==> src/rtl/register_bank_pkg.sv <==
// Shared definitions for the register bank: op width and op encoding.
package register_bank_pkg;

    localparam int OP_W = 3;

    typedef enum logic [OP_W-1:0] {
        OP_NOP  = 3'd0,
        OP_LOAD = 3'd1,
        OP_INC  = 3'd2,
        OP_DEC  = 3'd3,
        OP_CLR  = 3'd4,
        OP_SHL  = 3'd5,
        OP_SHR  = 3'd6,
        OP_RSVD = 3'd7
    } op_e;

endpackage

==> src/rtl/register_cell.sv <==
// Combinational next-state logic for one register of the bank.
// The register itself lives in the top level; this cell only computes
// what the register would become and the carry it would produce.
module register_cell
    import register_bank_pkg::*;
#(
    parameter int WIDTH    = 16,
    parameter int SATURATE = 0
) (
    input  logic             en,
    input  op_e              op,
    input  logic [WIDTH-1:0] value,
    input  logic [WIDTH-1:0] data_in,
    input  logic             shift_in,
    output logic [WIDTH-1:0] next_value,
    output logic             carry
);

    // Increment, either wrapping to zero or clamping at all-ones.
    function automatic logic [WIDTH-1:0] inc_value(input logic [WIDTH-1:0] v);
        if (&v) begin
            inc_value = (SATURATE != 0) ? v : '0;
        end else begin
            inc_value = v + WIDTH'(1);
        end
    endfunction

    // Decrement, either wrapping to all-ones or clamping at zero.
    function automatic logic [WIDTH-1:0] dec_value(input logic [WIDTH-1:0] v);
        if (v == '0) begin
            dec_value = (SATURATE != 0) ? v : '1;
        end else begin
            dec_value = v - WIDTH'(1);
        end
    endfunction

    // Next value and carry; a disabled cell holds and reports no carry.
    always_comb begin
        next_value = value;
        carry      = 1'b0;
        if (en) begin
            case (op)
                OP_LOAD: next_value = data_in;
                OP_INC: begin
                    next_value = inc_value(value);
                    carry      = &value;
                end
                OP_DEC: begin
                    next_value = dec_value(value);
                    carry      = (value == '0);
                end
                OP_CLR: next_value = '0;
                OP_SHL: begin
                    next_value = {value[WIDTH-2:0], shift_in};
                    carry      = value[WIDTH-1];
                end
                OP_SHR: begin
                    next_value = {shift_in, value[WIDTH-1:1]};
                    carry      = value[0];
                end
                default: ;
            endcase
        end
    end

endmodule

==> src/rtl/register_bank.sv <==
// Bank of NUM_REGS general-purpose registers with one op per clock on the
// register chosen by sel, a registered carry/borrow flag, an invalid-select
// error pulse, per-register zero flags and a combinational read port.
module register_bank
    import register_bank_pkg::*;
#(
    parameter int               WIDTH       = 16,
    parameter int               NUM_REGS    = 4,
    parameter int               SATURATE    = 0,
    parameter logic [WIDTH-1:0] RESET_VALUE = '0,
    localparam int              SEL_W       = $clog2(NUM_REGS)
) (
    input  logic                clk,
    input  logic                reset_n,
    input  logic                clear_all,
    input  logic [SEL_W-1:0]    sel,
    input  logic [OP_W-1:0]     op,
    input  logic [WIDTH-1:0]    data_in,
    input  logic                shift_in,
    input  logic [SEL_W-1:0]    rd_sel,
    output logic [WIDTH-1:0]    rd_data,
    output logic [NUM_REGS-1:0] zero,
    output logic                carry_out,
    output logic                err
);

    logic [WIDTH-1:0]    regs      [NUM_REGS];
    logic [WIDTH-1:0]    next_regs [NUM_REGS];
    logic [NUM_REGS-1:0] sel_hit;
    logic [NUM_REGS-1:0] cell_carry;
    op_e                 op_code;
    logic                op_active;
    logic                carry_op;
    logic                sel_valid;

    assign op_code   = op_e'(op);
    assign sel_valid = |sel_hit;

    // Classify the op: does it do anything, and does it update the carry flag.
    always_comb begin
        op_active = 1'b0;
        carry_op  = 1'b0;
        case (op_code)
            OP_LOAD, OP_CLR:                op_active = 1'b1;
            OP_INC, OP_DEC, OP_SHL, OP_SHR: begin
                op_active = 1'b1;
                carry_op  = 1'b1;
            end
            default: ;
        endcase
    end

    // Decode per register; an out-of-range sel hits no cell at all.
    for (genvar i = 0; i < NUM_REGS; i++) begin : g_cell
        assign sel_hit[i] = (sel == SEL_W'(i));
        assign zero[i]    = (regs[i] == '0);

        register_cell #(
            .WIDTH    (WIDTH),
            .SATURATE (SATURATE)
        ) u_cell (
            .en         (sel_hit[i] & op_active),
            .op         (op_code),
            .value      (regs[i]),
            .data_in    (data_in),
            .shift_in   (shift_in),
            .next_value (next_regs[i]),
            .carry      (cell_carry[i])
        );
    end

    // Register storage; clear_all beats any op in the same cycle.
    always_ff @(posedge clk or negedge reset_n) begin
        if (!reset_n) begin
            for (int i = 0; i < NUM_REGS; i++) regs[i] <= RESET_VALUE;
        end else if (clear_all) begin
            for (int i = 0; i < NUM_REGS; i++) regs[i] <= RESET_VALUE;
        end else begin
            for (int i = 0; i < NUM_REGS; i++) regs[i] <= next_regs[i];
        end
    end

    // Carry flag from the selected cell, and one-cycle error on invalid sel.
    always_ff @(posedge clk or negedge reset_n) begin
        if (!reset_n) begin
            carry_out <= 1'b0;
            err       <= 1'b0;
        end else if (clear_all) begin
            carry_out <= 1'b0;
            err       <= 1'b0;
        end else begin
            err <= op_active & ~sel_valid;
            if (carry_op && sel_valid) begin
                carry_out <= |cell_carry;
            end
        end
    end

    // Read port; out-of-range rd_sel reads as zero.
    always_comb begin
        rd_data = '0;
        for (int i = 0; i < NUM_REGS; i++) begin
            if (rd_sel == SEL_W'(i)) rd_data = regs[i];
        end
    end

endmodule
==> config.mk <==
export PLATFORM = sky130hd
export DESIGN_NAME = register_bank
export DESIGN_NICKNAME = d
export VERILOG_FILES = /design/src/rtl/register_bank_pkg.sv /design/src/rtl/register_cell.sv /design/src/rtl/register_bank.sv
export SDC_FILE = /design/constraint.sdc
export NUM_CORES = 1
export LEC_CHECK = 0
export ABC_CLOCK_PERIOD_IN_PS = 4900
export CAP_MARGIN = 20
export CORE_MARGIN = 10
export CORE_UTILIZATION = 35
export DETAILED_ROUTE_END_ITERATION = 16
export PLACE_DENSITY = 0.48
export SYNTH_ARGS = -nofsm -noshare
export SYNTH_HDL_FRONTEND = slang
export SYNTH_SLANG_ARGS = --single-unit
==> constraint.sdc <==
create_clock -name clk -period 4.9 [get_ports clk]
set_clock_uncertainty 0.1 [all_clocks]
set_input_delay 0.98 -clock clk [delete_from_list [all_inputs] [get_ports clk]]
set_output_delay 0.98 -clock clk [all_outputs]
set_load 0.03 [all_outputs]
==> flow_summary.yaml <==
global_route:
  top_usage_layer: "met2"
  grt_pass1_vias: 8962
  met3_usage_pct: 6.01
  grt_pass1_wl_mm: 59.7
  grt_max_degree: 38
  grt-ovfl-total: 0
  antenna_found_initial: 2
  grt.total_usage_pct: 27.0
  grt_use_met2_pct: 39.9
  grt_util_met1_pct: 36.3
synthesis:
  syn-instance-count: 1094
  synth_warnings: 0
  synth_area_per_cell_sq_um: 7.26
  ys_types: 79
  syn_area_sq_um: 7950
  synth-edff-count: 0
  ys_seq_elements: 66
  yosysTopAreaCellShare_pct: 20.8
  post-synth-top-area-cell: "dfrtp_1"
  syn-num-nets: 1133
  yosysSeqAreaShare_pct: 20.8
  synthArstFlopShare_pct: 100
  synthTopCellsByArea: "dfrtp_1, clkbuf_1, a21oi_1, o21ai_0, mux4_2"
  ys.flop_type: "dfrtp_1"
setup_path:
  critPathMaxFanout: 11
  r2r_cells: 7
  arrival_ns: 3.13
  startpoint_type: "flop"
  crit_path_end_kind: "primary output"
  crit_type: "reg -> out"
  r2r-end: "regs[5]$_DFFE_PN0P_"
  r2r-start: "regs[1]$_DFFE_PN0P_"
  rrSetupSlack_ns: 1.89
  crit_required_ns: 3.82
clock_network:
  cts_buffer_depth: 2
  cts_buffers: 9
  cts_tree: "yes"
  clk_latency_ns: 0.36
  holdBufCountCts: 0
  cts_root_buffer: "clkbuf_16"
  clk_pin_slew_ns: 0.07
  post-cts-setup-buffers: 0
  htreeDepth: 3
  cts-resized-gates: 0
  clock-sinks: 66
detailed_routing:
  drcViolationCount: 0
  wirelength_mm: 39.9
  first_iter_violations: 1536
  first_pass_iters: 6
  wl_per_cell_microns: 29.3
  postRouteAntennaNets: 0
  vias: 9480
  via_per_inst: 6.96
floorplan:
  core_sq_um: 22500
  io_pins: 49
  die_area_sq_um: 29100
  start_util_pct: 35.3
  die_width_microns: 171
  core.rowCount: 55
  die_h_microns: 171
timing:
  setup_violations: 0
  max_freq_ghz: 0.238
  hold_viol: 0
  holdWs_ns: 0.485
  max_slew_margin_pct: 32.5
  period_share_pct: 85.9
  period_needed_ns: 4.21
  slew_viol_final: 0
  final.setup.tns_ns: 0
  rsz0062_at_grt: "false"
  tightest_slew_ns: 1.00
  setup_ws_ns: 0.693
placed_design:
  place_ws_ns: 0.771
  dp_hpwl_mm: 27.1
  gp_congestion: 0.937
  port-buffer-count: 48
finish:
  syn_to_final_growth_pct: 12.8
  final_cell_mix: "nand2_1, nor2_1, a21oi_1"
  nNetsFinal: 1109
  num-fill-cells: 2377
  mostFrequentLayoutCell: "nand2_1"
  drive_gt1_share_pct: 10.9
power_and_ir_drop:
  ir_drop_v: 0.000151
  leakagePower_nw: 3.26
  total_power_mw: 2.22
  p_per_area_nw_per_um2: 248
outcome:
  status: "completed"
min_path:
  min_path_type: "in -> async"
flow_run:
  max_cap_viol_count: 0
kinds of logic after synthesis:
group                      after synthesis  synth area share (%)
AOI/OAI and AO/OA                      391                  34.0
and+or+nand+nor                        389                  24.5
buffers and inverters                  161                  7.79
DFF                                     66                  20.8
xor gates and xnor gates                57                  6.28
muxes                                   17                  4.66
adders and majority gates               12                  1.89
other                                    1                0.0472
state kept, by name (all words and copies together), names as in the netlist:
register	count
carry_out	1
regs	64
err	1
worst max-delay path by stage:
stage | start | to | slack, ns | cells after the start
floorplan | rd_sel[1] | rd_data[10] | 1.33 | 3
global placement | rd_sel[0] | rd_data[15] | 0.78 | 4
detailed placement | rd_sel[0] | rd_data[15] | 0.77 | 4
CTS | regs[48]$_DFFE_PN0P_ | zero[0] | 0.69 | 6
global route | regs[48]$_DFFE_PN0P_ | zero[0] | 0.56 | 6
finish | regs[48]$_DFFE_PN0P_ | zero[0] | 0.69 | 6
cell type report:
class	instances	area [sq um]	share of cell area, %
multi-input cells	867	5710	63.7
flip-flops and latches	66	1650	18.4
repair buffers	101	881	9.83
well taps	285	357	3.98
clock buffers	13	250	2.79
inverters	25	95.1	1.06
clock inverters	3	15.0	0.168
diodes	2	5.00	0.0558
cells in the mapped netlist, types with 8 or more instances:
cell type / n
a22o_1: 26
buf_1: 11
ha_1: 12
xor2_1: 26
o31ai_1: 11
a32o_1: 19
nand2_1: 94
nor3_1: 35
clkbuf_1: 119
nor3b_1: 8
and3_1: 13
o21ai_1: 12
mux4_2: 16
xnor2_1: 31
a22oi_1: 27
or3_1: 12
or4_1: 11
nand4_1: 18
a211oi_1: 11
nor4_1: 21
o211ai_1: 13
o32ai_1: 9
a31oi_1: 18
o21ai_0: 73
inv_1: 22
nor2_1: 94
nand3_1: 42
o22ai_1: 18
dfrtp_1: 66
a21oi_1: 74
metal layers:
metal | vias up | share of wire, %
li1 | 4101 | -
met1 | 4610 | 42
met2 | 656 | 43
met3 | 113 | 11
met4 | 0 | 4.5
met5 | - | 0
report_power, final:
part | leakage (nW) | total (mW) | internal, mW | switching (mW)
logic | 2.23 | 0.881 | 0.331 | 0.550
clock network | 0.133 | 0.659 | 0.356 | 0.303
registers | 0.902 | 0.680 | 0.572 | 0.108
worst max-delay path: stages (launching register included):
cell             delay, ns
dfrtp_1               0.51
inv_1                 0.16
ha_1                  0.15
or4b_2                0.62
or4b_4                0.55
clkinv_2              0.11
clkdlybuf4s50_1       0.68
stage by stage:
step,cells,cell area [sq um],util [%]
5_1_grt,1360,8960,39.8
6_report,1362,8960,39.8
3_3_place_gp,1344,8690,38.6
4_1_cts,1360,8960,39.8
2_1_floorplan,1094,7950,-
3_5_place_dp,1344,8690,38.6
No activity file was read; power rests on OpenSTA's default activity.
==> patch 1: new RTL, config.mk and constraints unchanged <==
`SATURATE` is set to 0 in 2 places; all go to 1.
--- a/src/rtl/register_cell.sv
+++ b/src/rtl/register_cell.sv
@@ -5,7 +5,7 @@
     import register_bank_pkg::*;
 #(
     parameter int WIDTH    = 16,
-    parameter int SATURATE = 0
+    parameter int SATURATE = 1
 ) (
     input  logic             en,
     input  op_e              op,
--- a/src/rtl/register_bank.sv
+++ b/src/rtl/register_bank.sv
@@ -6,7 +6,7 @@
 #(
     parameter int               WIDTH       = 16,
     parameter int               NUM_REGS    = 4,
-    parameter int               SATURATE    = 0,
+    parameter int               SATURATE    = 1,
     parameter logic [WIDTH-1:0] RESET_VALUE = '0,
     localparam int              SEL_W       = $clog2(NUM_REGS)
 ) (
Check against the original RTL: not equivalent (Yosys sat finds a counterexample within 4 cycles, from zero or initial values and one cycle with reset_n low).
==> patch 1 against the original RTL <==
- utilization increased by 0.22 points
- total power decreased by 12%
- die area increased by 1.5%
- setup slack improved by 0.13 ns
- cell area increased by 1.5%
- sequential cell count unchanged
- synthesized area increased by 1.7%
- critical path depth decreased by 2
- synthesized cell count decreased by 4.0%
- routed wire length decreased by 14%
- count of clock-buffer cells in the layout decreased by 1
- largest cell class unchanged
- highest routed layer unchanged
==> patch 1: results (changes against the original RTL) <==
Pwr
The ratio of total power to cell area came to 215 nW/um2 (-13%). The share of total power consumed by net switching is 0.391 (-0.0415).

Setup path
The start point of the critical path is rd_sel[0]. The destination of the critical timing path is rd_data[0]. The highest fanout seen on the critical path is 16 (+5).

The start of the worst register-to-register path is regs[11]$_DFFE_PN0P_. STA classifies the critical path startpoint as an input port. The worst-case reg-to-reg path depth came to 9 (+2). The reg2reg setup slack is 1.84 ns (-0.05 ns).

Placement
The cell area after placement is 8820 um2 (+1.5%). The HPWL after detailed placement is 24200 um (-11%). The global placer's final weighted congestion is 0.898 (-4.2%).

Route
The total via count in the routed design was 8747 (-7.7%). The routed wire length came to 34200 um (-14%). The post-detailed-route via-to-cell ratio is 6.49 (-6.7%). The length of routed met2 wiring is 15400 um (-9.3%).

Outcome
The run finished with clean final reports.

Global routing
The all-layer global routing usage is 0.232 (-0.0386). The global routing met1 resource utilization is 0.323 (-0.0402). The number of global-route vias before repair is 8311 (-7.3%). The largest net degree at the start of global routing is 67 (+76%). The global-route met2 utilization is 0.354 (-0.0444).

The global-route met3 utilization was 0.0367 (-0.0234).

Yosys
The synthesized-area fraction occupied by ao, oa, aoi and oai cells was 0.344 (+0.00432). The post-synthesis share of cell area spent on full adders, half adders and majority gates came to 0.0966 (+0.0777). After synthesis, the cell types taking the most area are dfrtp_1, ha_1, a21oi_1, o21ai_0, nor2_1. The synthesized netlist net count was 1137 (+0.35%). The parity-gate share of the synthesized area counting xor and xnor cells is 0.0531 (-0.00973).

Timing
The transition time at the pin with the least slew margin came to 0.994 ns (-0.00851 ns).

Final layout
The total inserted antenna cells is 0 (-2).
[patch 1: changes by cell type after synthesis, sizes merged, moves of 20 or more]
cell / unedited run / this run
nand3: 42 / 22
a22oi: 27 / 5
clkbuf: 120 / 56
a21oi: 76 / 114
nand2: 94 / 57
a211oi: 12 / 45
a21o: 6 / 34
ha: 12 / 56
[patch 1: per-stage QoR]
step | power (mW) | setup TNS, ns
4_1_cts | 1.96 | 0
6_report | 1.95 | 0
3_3_place_gp | 1.32 | 0
5_1_grt | 2.05 | 0
2_1_floorplan | 1.06 | -0.198
3_5_place_dp | 1.32 | 0
[patch 1: final cells by class]
cell class | count | area, um2
clock buffers | 12 | 256
clock inverters | 3 | 15.0
fillers | 2400 | 13600
inverters | 33 | 128
multi-input cells | 873 | 6010
flip-flops and latches | 66 | 1650
well taps | 285 | 357
repair buffers | 75 | 676
[patch 1: critical path, stage by stage]
cell,delay (ns)
clkdlybuf4s50_1,0.45
buf_4,0.32
mux4_2,0.61
clkdlybuf4s50_1,0.62
==> patch 2: new RTL, config.mk and constraints unchanged <==
Made on the original files. Register the output `rd_data`, cleared by the reset; this adds one clock of latency there. The other outputs are not delayed to match.
--- a/src/rtl/register_bank.sv
+++ b/src/rtl/register_bank.sv
@@ -23,6 +23,8 @@
     output logic                carry_out,
     output logic                err
 );
+
+    logic [WIDTH-1:0] rd_data_d;
 
     logic [WIDTH-1:0]    regs      [NUM_REGS];
     logic [WIDTH-1:0]    next_regs [NUM_REGS];
@@ -98,9 +100,17 @@
 
     // Read port; out-of-range rd_sel reads as zero.
     always_comb begin
-        rd_data = '0;
+        rd_data_d = '0;
         for (int i = 0; i < NUM_REGS; i++) begin
-            if (rd_sel == SEL_W'(i)) rd_data = regs[i];
+            if (rd_sel == SEL_W'(i)) rd_data_d = regs[i];
+        end
+    end
+
+    always_ff @(posedge clk or negedge reset_n) begin
+        if (!reset_n) begin
+            rd_data <= '0;
+        end else begin
+            rd_data <= rd_data_d;
         end
     end
 
Check against the original RTL: not equivalent (a bounded check fails within 4 cycles, from zero or initial values and one cycle with reset_n low).
==> patch 2 against the original RTL <==
- synthesized area rose by 8.1%
- critical path depth decreased by 1
- fmax is 2.5% higher
- sequential cell count is 16 higher
- setup slack better by 0.10 ns
- count of clock-buffer cells in the layout down 3
- total power increased by 27%
- routed wire length is 1.0% lower
- cell area is 6.5% higher
- critical endpoint unchanged
- largest power group unchanged
- highest routed layer unchanged
==> patch 2: results (changes against the original RTL) <==
Route
The length of routed met2 wiring was 17200 um (+1.3%). The length of routed wiring on met1 is 16300 um (-2.1%). The iteration count of the initial detailed-routing pass is 5 (-1).

The detailed-routed wire length on met3 is 3900 um (-13%). The total via count in the routed design is 9558 (+0.82%). The number of design-rule violations left by the first detailed-router iteration is 1063 (-31%).

Global routing
The initial antenna violation count is 0 (-2). The largest net degree at the start of global routing is 55 (+45%). The global routing met1 resource utilization was 0.323 (-0.0402).

The global-route met3 utilization was 0.0604 (+0.000242). The wire length of the first global-routing pass is 59100 um (-0.97%). The number of global-route vias before repair is 8997 (+0.39%). The global-route met2 utilization was 0.372 (-0.0268).

Setup path
The critical path data arrival time is 3.03 ns (-0.10 ns). The highest fanout seen on the critical path is 12 (+1). The reg2reg setup slack is 1.93 ns (+0.04 ns).

Yosys
Yosys attributes the largest share of cell area to dfrtp_1, o21ai_0, nand2_1, nor2_1, clkbuf_1. The share of synthesized area occupied by flip-flops and latches came to 0.239 (+0.0311). The average size of a mapped cell is 7.65 um2 (+5.4%). By count the netlist is led by nand2_1, nor2_1, clkbuf_1, dfrtp_1, o21ai_0. The count of cell types in the netlist is 91 (+15%).

Placement
The worst slack at placement came to 1.06 ns (+0.289 ns). The cell area after placement is 9230 um2 (+6.2%). The global placer's final weighted congestion is 0.949 (+1.3%).

Pwr
The net switching power is 1.20 mW (+25%). The clock distribution power was 0.772 mW (+17%). The maximum vdd drop is 156 uV (+3.4%). The clock share of power was 0.273 (-0.024). The sequential power was 0.980 mW (+44%).

Timing
The shortest period the worst path allows is 4.11 ns (-0.101 ns). The transition time at the pin with the least slew margin was 1.17 ns (+0.168 ns). The worst hold margin is 0.580 ns (+0.0948 ns).

Clock network
The number of buffers inserted by post-CTS setup repair came to 0 (unchanged).

Final layout
In the final layout, the registers with the most flip-flops are regs (64), rd_data (16). The number of non-filler instances in the completed layout is 1432 (+5.1%). The total inserted antenna cells is 0 (-2).

Outcome
The flow ran to the end, and the final reports show no timing, DRC or antenna violations.
## patch 2: cell types whose count changed in the layout (fill, tap and decap cells not counted), sizes merged, moves of 9 or more
cell    change
nor3        +9
nand4       +9
o311ai     +10
dfrtp      +16
xnor2      -15
o21bai     +10
a21oi      -10
o31ai      +17
nand2       +9
## patch 2: cell families (layout without fill, tap and decap cells)
logic type,count (synthesis),after routing,synth area share
fa+ha+maj,12,12,0.0175
flops,82,82,0.239
compound gates,401,401,0.329
buf+inv,163,149,0.0921
mux,16,16,0.0424
simple gates,413,413,0.245
other cells,1,1,0.000437
xor+xnor,34,34,0.0347
## patch 2: cell type report
class	instances	area [um2]
Sequential cell	82	2050
Clock inverter	5	78.8
Fill cell	2571	14700
Tap cell	324	405
Clock buffer	10	239
Timing Repair Buffer	102	868
Inverter	32	120
Multi-Input combinational cell	877	5780
## patch 2: final timing paths
check,startpoint,endpoint,cells past startpoint
setup / recovery,regs[56]$_DFFE_PN0P_,zero[0],5
hold / removal,reset_n,regs[50]$_DFFE_PN0P_,1
setup reg to reg,regs[32]$_DFFE_PN0P_,regs[34]$_DFFE_PN0P_,8
hold reg to reg,regs[16]$_DFFE_PN0P_,regs[16]$_DFFE_PN0P_,2
max in group asynchronous,reset_n,regs[37]$_DFFE_PN0P_,2
min in group clk,regs[16]$_DFFE_PN0P_,regs[16]$_DFFE_PN0P_,2
## patch 2: worst reg2reg max path: stages (launching register included)
cell and delay, ns:
dfrtp_1 0.69, inv_1 0.16, ha_1 0.27, nor4b_1 0.15, and4_1 0.28, nand2_1 0.11, nand2_1 0.33, or3_1 0.48
a32o_1 0.27
